File: src/rtl/seg_display_pkg.sv
// seg_display_pkg
// Shared definitions for the seven-segment display scheduler:
//   - active-low segment codes, ordered {g,f,e,d,c,b,a}
//   - scheduler state type and state constants
//   - seg_decode: BCD nibble to segment code (values above 9 show "0")
//   - max_display_value: largest value that fits in a given number of digits
// Optional feature macro used by the top level: LEADING_ZERO_BLANK_EN
package seg_display_pkg;

   localparam logic [6:0] SEG_0     = 7'b1000000;
   localparam logic [6:0] SEG_1     = 7'b1111001;
   localparam logic [6:0] SEG_2     = 7'b0100100;
   localparam logic [6:0] SEG_3     = 7'b0110000;
   localparam logic [6:0] SEG_4     = 7'b0011001;
   localparam logic [6:0] SEG_5     = 7'b0010010;
   localparam logic [6:0] SEG_6     = 7'b0000010;
   localparam logic [6:0] SEG_7     = 7'b1111000;
   localparam logic [6:0] SEG_8     = 7'b0000000;
   localparam logic [6:0] SEG_9     = 7'b0010000;
   localparam logic [6:0] SEG_DASH  = 7'b0111111;
   localparam logic [6:0] SEG_BLANK = 7'b1111111;

   typedef logic [1:0] state_t;

   localparam state_t ST_IDLE    = 2'd0;
   localparam state_t ST_CONVERT = 2'd1;
   localparam state_t ST_DECODE  = 2'd2;

   // Single shared nibble decoder; the scheduler calls it once per cycle.
   function automatic logic [6:0] seg_decode(input logic [3:0] nib);
      logic [6:0] seg;
      case (nib)
         4'd0:    seg = SEG_0;
         4'd1:    seg = SEG_1;
         4'd2:    seg = SEG_2;
         4'd3:    seg = SEG_3;
         4'd4:    seg = SEG_4;
         4'd5:    seg = SEG_5;
         4'd6:    seg = SEG_6;
         4'd7:    seg = SEG_7;
         4'd8:    seg = SEG_8;
         4'd9:    seg = SEG_9;
         default: seg = SEG_0;
      endcase
      return seg;
   endfunction

   // 10^num_digits - 1, evaluated at elaboration time.
   function automatic int unsigned max_display_value(input int unsigned num_digits);
      int unsigned v;
      v = 1;
      for (int unsigned i = 0; i < num_digits; i++) begin
         v = v * 10;
      end
      return v - 1;
   endfunction

endpackage

File: src/rtl/bin2bcd_seq.sv
// bin2bcd_seq
// Sequential double-dabble (shift-add-3) binary to BCD converter.
// One bit is consumed per cycle, so a conversion takes exactly BIN_W cycles.
// Ports:
//   clk     - system clock
//   rst     - synchronous active-high reset, abandons any conversion
//   start_i - load bin_i and begin converting (ignored by the engine state)
//   bin_i   - unsigned binary value, sampled only when start_i is high
//   bcd_o   - BCD result, 4*NUM_DIGITS bits, valid from the cycle after done_o
//   done_o  - high during the final conversion cycle
module bin2bcd_seq
   import seg_display_pkg::*;
#(
   parameter int BIN_W      = 14,
   parameter int NUM_DIGITS = 4
) (
   input  logic                    clk,
   input  logic                    rst,
   input  logic                    start_i,
   input  logic [BIN_W-1:0]        bin_i,
   output logic [4*NUM_DIGITS-1:0] bcd_o,
   output logic                    done_o
);

   localparam int BCD_W = 4 * NUM_DIGITS;
   localparam int CNT_W = (BIN_W > 1) ? $clog2(BIN_W) : 1;

   logic [BCD_W-1:0] bcd_q, bcd_d;
   logic [BIN_W-1:0] sh_q, sh_d;
   logic [CNT_W-1:0] cnt_q, cnt_d;
   logic             active_q, active_d;
   logic [BCD_W-1:0] adj;

   // Every nibble that is 5 or more gets +3 before the shift so that the
   // doubling carries correctly into the next decimal digit.
   always_comb begin
      adj = bcd_q;
      for (int i = 0; i < NUM_DIGITS; i++) begin
         if (bcd_q[4*i +: 4] >= 4'd5) begin
            adj[4*i +: 4] = bcd_q[4*i +: 4] + 4'd3;
         end
      end
   end

   // Load on start, then shift {BCD, binary} left once per cycle while the
   // down-counter runs; the cycle with cnt==0 is the last shift.
   always_comb begin
      bcd_d    = bcd_q;
      sh_d     = sh_q;
      cnt_d    = cnt_q;
      active_d = active_q;
      if (start_i) begin
         bcd_d    = '0;
         sh_d     = bin_i;
         cnt_d    = CNT_W'(BIN_W - 1);
         active_d = 1'b1;
      end else if (active_q) begin
         {bcd_d, sh_d} = {adj, sh_q} << 1;
         if (cnt_q == '0) begin
            active_d = 1'b0;
         end else begin
            cnt_d = cnt_q - CNT_W'(1);
         end
      end
   end

   // State registers with synchronous reset.
   always_ff @(posedge clk) begin
      if (rst) begin
         bcd_q    <= '0;
         sh_q     <= '0;
         cnt_q    <= '0;
         active_q <= 1'b0;
      end else begin
         bcd_q    <= bcd_d;
         sh_q     <= sh_d;
         cnt_q    <= cnt_d;
         active_q <= active_d;
      end
   end

   assign bcd_o  = bcd_q;
   assign done_o = active_q && (cnt_q == '0);

endmodule

File: src/rtl/seg_display_scheduler.sv
// seg_display_scheduler
// Accepts a binary value over valid/ready, converts it to BCD, decodes one
// digit per cycle into shadow registers, then commits all digits to the HEX
// outputs in a single cycle so the display never shows a partial update.
// Out-of-range values skip conversion and display dashes on every digit.
// Optional feature: define LEADING_ZERO_BLANK_EN to blank leading zeros
// (digit 0 always shows its numeral).
// Ports:
//   clk, rst     - clock, synchronous active-high reset
//   in_valid     - in_data is valid
//   in_data      - unsigned value to display (BIN_W bits)
//   in_ready     - high only in IDLE
//   hex_out      - active-low segments, digit i at [7*i +: 7]
//   busy         - high while converting or decoding
//   update_done  - one-cycle pulse coinciding with a new hex_out value
//   overflow     - last accepted value did not fit in NUM_DIGITS digits
module seg_display_scheduler
   import seg_display_pkg::*;
#(
   parameter int BIN_W      = 14,
   parameter int NUM_DIGITS = 4
) (
   input  logic                    clk,
   input  logic                    rst,
   input  logic                    in_valid,
   input  logic [BIN_W-1:0]        in_data,
   output logic                    in_ready,
   output logic [7*NUM_DIGITS-1:0] hex_out,
   output logic                    busy,
   output logic                    update_done,
   output logic                    overflow
);

   localparam int unsigned MAX_VAL = max_display_value(NUM_DIGITS);
   localparam int          IDX_W   = (NUM_DIGITS > 1) ? $clog2(NUM_DIGITS) : 1;
   localparam int          HEX_W   = 7 * NUM_DIGITS;

   state_t                  state_q, state_d;
   logic [IDX_W-1:0]        idx_q, idx_d;
   logic                    dash_q, dash_d;
   logic                    ovf_q, ovf_d;
   logic                    done_q, done_d;
   logic [HEX_W-1:0]        shadow_q, shadow_d;
   logic [HEX_W-1:0]        hex_q, hex_d;
`ifdef LEADING_ZERO_BLANK_EN
   logic                    lz_q, lz_d;
`endif

   logic                    in_range;
   logic                    conv_start;
   logic                    conv_done;
   logic [4*NUM_DIGITS-1:0] bcd;
   logic [3:0]              nib;
   logic [6:0]              seg_cur;

   assign in_range   = 32'(in_data) <= MAX_VAL;
   assign conv_start = (state_q == ST_IDLE) && in_valid && in_range;

   bin2bcd_seq #(
      .BIN_W      (BIN_W),
      .NUM_DIGITS (NUM_DIGITS)
   ) u_bin2bcd (
      .clk     (clk),
      .rst     (rst),
      .start_i (conv_start),
      .bin_i   (in_data),
      .bcd_o   (bcd),
      .done_o  (conv_done)
   );

   // The one shared decoder looks at the digit selected by idx_q. Dash mode
   // overrides the numeral; optional blanking suppresses leading zeros.
   always_comb begin
      nib     = bcd[4*idx_q +: 4];
      seg_cur = seg_decode(nib);
`ifdef LEADING_ZERO_BLANK_EN
      if (lz_q && (nib == 4'd0) && (idx_q != '0)) begin
         seg_cur = SEG_BLANK;
      end
`endif
      if (dash_q) begin
         seg_cur = SEG_DASH;
      end
   end

   // Scheduler next-state: handshake in IDLE, wait for the converter, then
   // walk the digits from most significant down and commit on digit 0.
   always_comb begin
      state_d  = state_q;
      idx_d    = idx_q;
      dash_d   = dash_q;
      ovf_d    = ovf_q;
      done_d   = 1'b0;
      shadow_d = shadow_q;
      hex_d    = hex_q;
`ifdef LEADING_ZERO_BLANK_EN
      lz_d     = lz_q;
`endif
      case (state_q)
         ST_IDLE: begin
            if (in_valid) begin
               idx_d = IDX_W'(NUM_DIGITS - 1);
`ifdef LEADING_ZERO_BLANK_EN
               lz_d  = 1'b1;
`endif
               if (in_range) begin
                  state_d = ST_CONVERT;
                  ovf_d   = 1'b0;
                  dash_d  = 1'b0;
               end else begin
                  state_d = ST_DECODE;
                  ovf_d   = 1'b1;
                  dash_d  = 1'b1;
               end
            end
         end
         ST_CONVERT: begin
            if (conv_done) begin
               state_d = ST_DECODE;
               idx_d   = IDX_W'(NUM_DIGITS - 1);
            end
         end
         ST_DECODE: begin
            shadow_d[7*idx_q +: 7] = seg_cur;
`ifdef LEADING_ZERO_BLANK_EN
            if (nib != 4'd0) begin
               lz_d = 1'b0;
            end
`endif
            if (idx_q == '0) begin
               hex_d   = shadow_d;
               done_d  = 1'b1;
               state_d = ST_IDLE;
            end else begin
               idx_d = idx_q - IDX_W'(1);
            end
         end
         default: begin
            state_d = ST_IDLE;
         end
      endcase
   end

   // Registers; reset abandons any work and shows "0" on every digit.
   always_ff @(posedge clk) begin
      if (rst) begin
         state_q  <= ST_IDLE;
         idx_q    <= '0;
         dash_q   <= 1'b0;
         ovf_q    <= 1'b0;
         done_q   <= 1'b0;
         shadow_q <= '0;
         hex_q    <= {NUM_DIGITS{SEG_0}};
`ifdef LEADING_ZERO_BLANK_EN
         lz_q     <= 1'b1;
`endif
      end else begin
         state_q  <= state_d;
         idx_q    <= idx_d;
         dash_q   <= dash_d;
         ovf_q    <= ovf_d;
         done_q   <= done_d;
         shadow_q <= shadow_d;
         hex_q    <= hex_d;
`ifdef LEADING_ZERO_BLANK_EN
         lz_q     <= lz_d;
`endif
      end
   end

   assign in_ready    = (state_q == ST_IDLE);
   assign busy        = (state_q == ST_CONVERT) || (state_q == ST_DECODE);
   assign update_done = done_q;
   assign overflow    = ovf_q;
   assign hex_out     = hex_q;

endmodule

File: config.mk
export PLATFORM = sky130hd
export DESIGN_NAME = seg_display_scheduler
export DESIGN_NICKNAME = d
export VERILOG_FILES = /design/src/rtl/seg_display_pkg.sv /design/src/rtl/bin2bcd_seq.sv /design/src/rtl/seg_display_scheduler.sv
export SDC_FILE = /design/constraint.sdc
export NUM_CORES = 1
export LEC_CHECK = 0
export ABC_AREA = 1
export ABC_CLOCK_PERIOD_IN_PS = 1910
export BUFFER_PORTS_ARGS = -buffer_cell sky130_fd_sc_hd__buf_2
export CAP_MARGIN = 10
export CORE_ASPECT_RATIO = 0.9
export CORE_MARGIN = 3
export CORE_UTILIZATION = 45
export CTS_CLUSTER_DIAMETER = 120
export DETAILED_ROUTE_END_ITERATION = 10
export PLACE_DENSITY = 0.69
export SLEW_MARGIN = 0
export SYNTH_ARGS = -nofsm -noshare
export SYNTH_HDL_FRONTEND = slang
export SYNTH_SLANG_ARGS = --single-unit
File: constraint.sdc
create_clock -name clk -period 1.91 [get_ports clk]
set_input_delay 0.382 -clock clk [delete_from_list [all_inputs] [get_ports clk]]
set_output_delay 0.382 -clock clk [all_outputs]
set_load 0.05 [all_outputs]
==> key figures <==
Worst setup path
  – Worst R2R Path Depth: 7
  – CP required: 2210 ps
  – Critical Path AT: 2110 ps
  – CP Launch Type: flop
  – Reg2reg start: idx_q[0]
  – FF-to-FF End: hex_out[27]
  – Crit. End Element: flop
  – Crit Path Class: flop to flop
  – R2R setup slack: about 100 ps
  – Crit Path Max Fanout: 8

Worst hold path
  – Worst Hold Path Cells: 3
  – Hold-critical path endpoint: u_bin2bcd.sh_q[0]
  – Hold Path Origin: in_data[0]
  – Worst Hold Class: primary input to flop

Detailed routing
  – DRT Pass-1 Iters: 5
  – DR WL/cell: 12.5 um
  – Iteration-0 DRC Markers: 343
  – Drc violations: 0
  – Post-route ant nets: 0
  – Via-to-Cell Ratio: 5.03
  – Via Count: around 4,900
  – Total wire length: 12,300 um

Timing
  – Max_slew headroom: 65.3%
  – Crit share post-route: 94.8%
  – Accumulated negative setup slack: 0 ps
  – Final number of hold-violating endpoints: 0
  – Clock Skews: 6.47 ps
  – Tightest Pin Transition: 519 ps
  – Final WS setup: between 90 and 100 ps
  – Final setup fails: 0
  – Fmax: roughly 550 MHz
  – Max-slew violations: 0
  – RSZ-0062 raised after global routing: yes
  – Min Tclk post-route: 1810 ps

Placed design
  – PortBufs: 48
  – Post-DP HPWL: 8580 um
  – Pre-CTS WS: -89.2 ps
  – RD Place Congestion: 0.874

Clock tree
  – CTS buffer count: 9
  – Cell chosen for the clock root: clkbuf_16
  – Clock latency at the later pin of the worst-skew pair: 350 ps
  – Clock Tree Buf Depth: 2
  – Htree depth: 3
  – Clock Pin Slew Worst Setup and Hold Paths: 70 ps
  – CTS tree: built
  – CTS sink count: 97
  – Hold_buf cts: 0

Floorplanning
  – Starting density of the core: 47.2%
  – IO Pins: about 50
  – Die W: 119 um
  – Core Box Area: 11,000 um2
  – Die height: 108 um
  – Die ar.: ~13,000 um2
  – Rows: 36

Power
  – PD cells: approximately 1500 nW/um2
  – Leak: slightly below 3 nW
  – Comb pwr share: between 50% and 60%
  – Max IR drop VDD: 0.00107 V
  – Power share of the sequential group: 30.4%
  – Clock Power Share: 19.3%
  – Switching part of the total: 45.6%
  – NetSw: 4.26 mW
  – Pint: 5.08 mW

Global routing
  – Vias in the first global route: 4,515
  – Largest net degree at the start of global routing: 58
  – GRT overflow: 0
  – Antenna violations before repair: 0
  – First-pass GRT wire length: slightly above 20,000 um
  – Overall Global Routing Usage: about 19%

Cells and area
  – Commonest cells after routing, fill and taps aside: nand2_1, nor2_1, inv_1
  – Nets: 867
  – Commonest non-fill, non-tap cell in the layout: nand2_1
  – Number of diodes: 0
  – P&R area growth vs syn: 18.7%
  – Share of layout cells above drive strength 1: a little under a fifth

Synth
  – Syn Nets: 811
  – Synth area leader: dfxtp_1
  – Sequential fraction of the synthesis area: 37.3%
  – Gate count of the mapped netlist: 770
  – Unique masters post-synth: 35
  – Synth Area per Inst: slightly below 7 um2
  – Synth Warn #: 0
  – #FFs+latches synth: 97
  – Synth area leaders: dfxtp_1, nand2_1, nor2_1
  – EDFF count, synth: 0
  – Area share of the largest cell type after synthesis: 37.3%
  – Synthesized area: 5200 um2
  – FFs w/ async S/R, synth: 0%
  – Top FF cell, synth: dfxtp_1

Status
  – Outcome: completed

Flow run
  – Max_cap viols: 0
kinds of logic after synthesis:
family | Yosys count | synth area share, %
and+or+nand+nor | 370 | 31.2
DFF | 97 | 37.3
AOI/OAI and AO/OA | 120 | 12.7
xor gates and xnor gates | 8 | 1.35
buffers and inverters | 151 | 11.7
adders and majority gates | 24 | 5.77
synthesized netlist by cell type (6+ instances only):
cell	count
nor2_1	110
nand2_1	157
clkbuf_1	21
nand4_1	10
xor2_1	6
a21oi_1	41
nand3_1	71
buf_1	6
inv_1	108
o211ai_1	7
o21ai_0	44
a31oi_1	13
dfxtp_1	97
ha_1	24
o21ai_1	6
power groups by stage:
stage	clock, mW	combinational, mW	sequential [mW]
after floorplan	0	2.68	3.45
after global placement	0	4.22	2.84
after detailed placement	0	4.32	2.86
after CTS	1.85	4.38	2.82
after global routing	1.92	5.22	2.89
final	1.80	4.70	2.84
layout make-up:
class,instances,area [um2]
Tap cell,152,190
Clock buffer,12,236
Inverter,114,438
Sequential cell,97,1950
Timing Repair Buffer,82,520
Multi-Input combinational cell,522,2790
Fill cell,1045,4860
Clock inverter,4,52.6
routing by layer:
metal / GRT usage (%) / share of wire (%)
met1: 25.3 / 46
met2: 31.7 / 46
met3: 4.97 / 6.0
met4: 6.70 / 1.6
met5: 0 / 0
worst max path at each step:
stage               startpoint           end  slack [ps]  cells after the start
finish                idx_q[0]   hex_out[27]         100                      7
global route          idx_q[0]  shadow_q[20]         -50                     14
CTS                   idx_q[0]   hex_out[22]          20                     15
detailed placement    idx_q[0]    hex_out[4]         -90                     14
global placement      idx_q[0]   hex_out[22]          -4                     14
floorplan             idx_q[0]  shadow_q[22]          30                     17
registers in the layout, indices dropped and copies added, names as in the netlist, 2 cells and up:
register         flops
u_bin2bcd.cnt_q      4
hex_out             28
shadow_q            28
u_bin2bcd.sh_q      14
state_q              2
u_bin2bcd.bcd_o     16
idx_q                2
worst max-delay path: stages, from the launching register on:
cell	delay, ps
dfxtp_4	400
inv_6	60
ha_1	380
nor2_1	460
nand4_1	230
nand2_1	110
nand2_1	60
nand2_1	60
stage by stage:
step / power [mW] / utilization, % / instance area [um2] / std cells / hold slack, ps
finish: 9.34 / 56.0 / 6180 / 983 / 281
global route: 10.0 / 56.0 / 6180 / 983 / 295
CTS: 9.05 / 54.4 / 6000 / 979 / 278
detailed placement: 7.18 / 51.6 / 5700 / 961 / 462
global placement: 7.05 / 51.6 / 5700 / 961 / 452
floorplan: 6.12 / - / 5200 / 770 / 452
repair_timing:
action,in CTS,in global routing
setup endpoints to repair,38,52
buffers inserted,2,4
gates resized for setup,3,44
pin swaps,0,14
Power figures use the tool's default switching activity.
